[config.mk]
export PLATFORM = sky130hd
export DESIGN_NAME = seq_div_flat
export DESIGN_NICKNAME = d
export VERILOG_FILES = /design/src/rtl/seq_div_if.sv /design/src/rtl/seq_div.sv /design/src/flat_wrapper.sv
export SDC_FILE = /design/constraint.sdc
export NUM_CORES = 1
export LEC_CHECK = 0
export BUFFER_PORTS_ARGS = -buffer_cell sky130_fd_sc_hd__buf_2
export CORE_MARGIN = 3
export CORE_UTILIZATION = 24
export DETAILED_ROUTE_END_ITERATION = 10
export GPL_ROUTABILITY_DRIVEN = 0
export PLACE_DENSITY = 0.39
export SKIP_CTS_REPAIR_TIMING = 1
export SLEW_MARGIN = 20
export SYNTH_ARGS = -nofsm -noshare
export SYNTH_HDL_FRONTEND = slang
export SYNTH_SLANG_ARGS = --single-unit
[constraint.sdc]
create_clock -name clk -period 3.55 [get_ports clk]
set_input_delay 0.8875 -clock clk [delete_from_list [all_inputs] [get_ports clk]]
set_output_delay 0.8875 -clock clk [all_outputs]
set_load 0.02 [all_outputs]
[src/rtl/seq_div_if.sv]
// Handshake and operand/result bundle between the arithmetic unit and seq_div.
// The requester drives start with operands; the divider returns status and results.
interface seq_div_if #(
  parameter int DW = 8,
  parameter int VW = 4
);
  logic          start;
  logic [DW-1:0] dividend;
  logic [VW-1:0] divisor;
  logic          busy;
  logic          done;
  logic [DW-1:0] quotient;
  logic [VW-1:0] remainder;
  logic          div_by_zero;

  modport master (
    output start, dividend, divisor,
    input  busy, done, quotient, remainder, div_by_zero
  );

  modport slave (
    input  start, dividend, divisor,
    output busy, done, quotient, remainder, div_by_zero
  );
endinterface

[src/rtl/seq_div.sv]
// Unsigned restoring divider, one quotient bit per clock, DW+1 cycles start-to-done
// (2 for a zero divisor). start is only honoured in IDLE; results hold until the next accepted start.
module seq_div #(
  parameter int DW = 8,
  parameter int VW = 4
) (
  input  logic   clk,
  input  logic   rst,
  seq_div_if.slave bus
);

  localparam int CW = (DW > 1) ? $clog2(DW) : 1;

  typedef enum logic [1:0] {IDLE, BUSY, DONE} state_t;

  state_t        state_q;
  logic [VW-1:0] r_q;
  logic [DW-1:0] q_q;
  logic [CW-1:0] cnt_q;
  logic [VW-1:0] div_q;
  logic [DW-1:0] quot_q;
  logic [VW-1:0] rem_q;
  logic          busy_q;
  logic          done_q;
  logic          dbz_q;

  logic [VW:0]   t_d;
  logic          ge_d;
  logic [VW-1:0] r_d;
  logic [DW-1:0] q_d;

  // One restoring step: the partial remainder stays below the divisor, so VW bits hold it.
  always_comb begin
    t_d  = {r_q, q_q[DW-1]};
    ge_d = (t_d >= {1'b0, div_q});
    r_d  = ge_d ? VW'(t_d - {1'b0, div_q}) : VW'(t_d);
    q_d  = {q_q[DW-2:0], ge_d};
  end

  always_ff @(posedge clk) begin
    if (rst) begin
      state_q <= IDLE;
      r_q     <= '0;
      q_q     <= '0;
      cnt_q   <= '0;
      div_q   <= '0;
      quot_q  <= '0;
      rem_q   <= '0;
      busy_q  <= 1'b0;
      done_q  <= 1'b0;
      dbz_q   <= 1'b0;
    end else begin
      case (state_q)
        IDLE: begin
          if (bus.start) begin
            if (bus.divisor != '0) begin
              div_q   <= bus.divisor;
              r_q     <= '0;
              q_q     <= bus.dividend;
              cnt_q   <= CW'(DW - 1);
              busy_q  <= 1'b1;
              state_q <= BUSY;
            end else begin
              quot_q  <= '1;
              rem_q   <= bus.dividend[VW-1:0];
              dbz_q   <= 1'b1;
              state_q <= DONE;
            end
          end
        end
        BUSY: begin
          r_q <= r_d;
          q_q <= q_d;
          if (cnt_q == '0) begin
            quot_q  <= q_d;
            rem_q   <= r_d;
            dbz_q   <= 1'b0;
            busy_q  <= 1'b0;
            done_q  <= 1'b1;
            state_q <= DONE;
          end else begin
            cnt_q <= cnt_q - 1'b1;
          end
        end
        DONE: begin
          // Zero-divisor entry arrives with done still low: raise it for one cycle first.
          if (done_q) begin
            done_q  <= 1'b0;
            state_q <= IDLE;
          end else begin
            done_q <= 1'b1;
          end
        end
        default: state_q <= IDLE;
      endcase
    end
  end

  assign bus.busy        = busy_q;
  assign bus.done        = done_q;
  assign bus.quotient    = quot_q;
  assign bus.remainder   = rem_q;
  assign bus.div_by_zero = dbz_q;

endmodule

[src/flat_wrapper.sv]
// flat-port wrapper written by rule: the top's interface ports become plain ports
module seq_div_flat 
#(
  parameter int DW = 8,
  parameter int VW = 4
)
  (clk, rst, bus_start, bus_dividend, bus_divisor, bus_busy, bus_done, bus_quotient, bus_remainder, bus_div_by_zero);
  seq_div_if #(.DW(DW), .VW(VW)) bus_i ();
  input  logic clk;
  input  logic rst;
  input wire logic [$bits(bus_i.start)-1:0] bus_start;
  input wire logic [$bits(bus_i.dividend)-1:0] bus_dividend;
  input wire logic [$bits(bus_i.divisor)-1:0] bus_divisor;
  output wire logic [$bits(bus_i.busy)-1:0] bus_busy;
  output wire logic [$bits(bus_i.done)-1:0] bus_done;
  output wire logic [$bits(bus_i.quotient)-1:0] bus_quotient;
  output wire logic [$bits(bus_i.remainder)-1:0] bus_remainder;
  output wire logic [$bits(bus_i.div_by_zero)-1:0] bus_div_by_zero;
  assign bus_i.start = bus_start;
  assign bus_i.dividend = bus_dividend;
  assign bus_i.divisor = bus_divisor;
  assign bus_busy = bus_i.busy;
  assign bus_done = bus_i.done;
  assign bus_quotient = bus_i.quotient;
  assign bus_remainder = bus_i.remainder;
  assign bus_div_by_zero = bus_i.div_by_zero;
  seq_div #(.DW(DW), .VW(VW)) u_core (.clk(clk), .rst(rst), .bus(bus_i));
endmodule
==> results.md <==
- Remaining DRCs: 0
- Status: completed
- Fraction of layout cells with a size suffix above 1: 20.9%
- Worst Path Max Fanout: 16
- Worst path buffer plus inverter count: 1
- Sequential fraction of the synthesis area: about two fifths
- Max-cap violation count: 0
- Worst r2r src: u_core.cnt_q[0]
- Met2 wire len: 2000 microns
- Drt wl/cell: 14.0 microns
- Final wirelength: around 4600 microns
- Die area: between 0.008 and 0.009 sq mm
- Area grow syn2layout: 19.3%
- Worst Setup End Kind: flop
- Detailed placer's ending HPWL: between 3000 and 4000 microns
- I/O pin count: 30
- Vias post-DR: roughly 1500
- DR WL met3: 106 microns
- Die Ht: roughly 90 microns
- Number of global-route vias before repair: approximately 1500
- Root buffer cell: clkbuf_8
- WL met1: about 2400 microns
- TritonCTS clock tree: done
- Crit-path slowest cell: a211oi_4
- Achievable frequency: slightly above 0.4 GHz
- Nets@finish: 255
- Vias per cell: ~4.7
- First-pass GRT wire length: between 7000 and 8000 microns
- Worst Min Path Start: u_core.div_q[2]
- Post-synthesis instance total: 208
- Crit path time final: approximately 2.5 ns
- Critical path startpoint category: input port
- Fin. Hold Viols: 0
- Synth Register Bits: 36
- CTS sink cnt: 36
- Cell Pwr Density: ~560 mW/mm^2
- Placed cell area: between 0.0015 and 0.002 sq mm
- Die width: around 92 microns
- H-Tree Depth: 2
- CTS clock-pin slew for the worst setup and hold paths: ~0.080 ns
- Crit path cell chain: buf_2 -> or4_4 -> a211oi_4 -> a21boi_0 -> a31oi_1
- Hold Path Class: flop to flop
- Top sig layer: met4
- Sum Neg Setup Slack: 0 ns
- Core ar.: around 0.007 sq mm
- Antenna violations before repair: 0
- GRT Overall Usage: between 10 and 15%
- Cell area after layout: ~0.0021 sq mm
- Num CTS Buffers: 5
- Row count: 30
- DR pass1 iterations: 4
- Clock Path Buffers: 2
- Slew margin rel.: a little over two fifths
- Crit-path leading delay family: compound AO/OA/AOI/OAI gates
- Pleak: between 0.8 and 0.9 nW
- Post-Syn Nets: 230
- Initial Util: 25.4%
- Mean Syn Cell Area: 8.52 sq um
- Ys Warns: 0
- Skew-Pair Late Insertion Delay: ~0.29 ns
- Worst Path Class, Setup: input port to flop
- Port Buffer Count: 29
- ANT nets after route: 0
- Critical path origin: bus_divisor[0]
- Final Setup Violations: 0
- Antenna Cells: 0
- RSZ-0062 raised after global routing: false
- Worst-margin pin slew: between 0.8 and 0.9 ns
- Grt total ovfl: 0
- Pins Over Slew Limit: 0
- Final Util: between 30% and 40%
- Delay of the slowest critical-path stage: about 0.7 ns
- Mapped Area: between 0.0015 and 0.002 sq mm
- Final Skew: about 0.013 ns
- Most common cell after layout, fill and taps aside: nor2_1
- VDD IR max: between 0.2 and 0.25 mV
- Arrival @ worst endpoint: ~2.6 ns
- Final period util: 69.5%
- Required @ worst endpoint: 3.72 ns
- Most frequent cells in the layout: 39 x nor2_1, 36 x dfxtp_1, 29 x buf_2
- Number of distinct library cells after synthesis: 39
- DR iter-0 viols: 56
- Largest net degree at the start of global routing: 37
## Yosys cell counts, drive strengths merged
master   number  area, sq um
xor2          1         8.76
or4           2         18.8
buf           3         20.0
a21oi        12         60.1
nor2         39          146
or2           1         6.26
o41ai         1         8.76
a2bb2oi       1         8.76
nand3         3         15.0
a21o          2         15.0
nand2b        3         18.8
and4          1         8.76
clkbuf        8         30.0
o2111ai       1         8.76
a2111oi       1         27.5
a221oi        2         17.5
o21ai         3         15.0
o21bai        3         22.5
nor4          5         31.3
o211ai        4         30.0
and2          1         6.26
nand2        20         75.1
a311oi        7         61.3
a21boi        3         22.5
nor2b         2         12.5
nand4         3         18.8
fa            1         20.0
inv          10         37.5
mux2i         3         30.0
nor3         10         90.1
a211oi        3         35.0
a31oi         6         37.5
a2111o        1         11.3
ha            6         75.1
dfxtp        36          721
## report_power, final
| part | total (W) | internal (W) | switching (W) |
|---|---|---|---|
| Sequential | 0.000490 | 0.000455 | 0.0000350 |
| Combinational | 0.000302 | 0.000111 | 0.000191 |
| Clock | 0.000401 | 0.000248 | 0.000153 |
## worst paths after layout
path                                           endpoint  slack [ns]  cells after the start
worst max register to register  u_core.bus.remainder[1]        1.38                      7
worst max-delay path            u_core.bus.remainder[1]        1.08                      5
worst min-delay path                    u_core.div_q[2]        0.46                      2
worst min register to register          u_core.div_q[2]        0.46                      2
## through the flow
stage	power, W	instances	hold slack (ns)	setup slack (ns)
3_3_place_gp	0.000809	322	0.447	0.810
6_report	0.00119	330	0.459	1.08
3_5_place_dp	0.000806	322	0.454	0.736
2_1_floorplan	0.000723	208	0.436	1.33
4_1_cts	0.00121	330	0.464	1.03
5_1_grt	0.00127	330	0.473	0.952
## logic make-up (layout without fill, tap and decap cells)
group                    count (synthesis)  count (layout)  share of synthesized area, %
XOR/XNOR                                 1               1                         0.494
AND/OR/NAND/NOR                         90              90                          25.3
multiplexers                             3               3                          1.69
AO/OA/AOI/OAI                           50              50                          21.5
buffers and inverters                   21              47                          4.94
adder cells (fa/ha/maj)                  7               7                          5.37
flip-flops                              36              36                          40.7
## per-layer routing
| layer | global-route usage (%) | up-vias |
|---|---|---|
| met3 | 2.21 | 6 |
| met1 | 16.3 | 722 |
| li1 | - | 795 |
| met2 | 16.2 | 17 |
| met5 | 0 | - |
| met4 | 3.59 | 0 |
## tightest hold or removal path: stages (launching register included)
cell     delay, ns
dfxtp_1       0.31
nand2_1       0.05
a21oi_1       0.05
## final cells by class
| type | instances | area [sq um] |
|---|---|---|
| well taps | 96 | 120 |
| multi-input cells | 151 | 963 |
| repair buffers | 29 | 145 |
| clock buffers | 7 | 96.3 |
| flip-flops and latches | 36 | 721 |
| inverters | 10 | 37.5 |
| fillers | 778 | 4870 |
| clock inverters | 1 | 30.0 |
## state kept, by name (all words and copies together), names as in the netlist, 2 cells and up
signal	count
u_core.r_q	4
u_core.q_q	8
u_core.bus.quotient	8
u_core.cnt_q	3
u_core.state_q	2
u_core.div_q	4
u_core.bus.remainder	4
(Power assumes the default switching activity.)
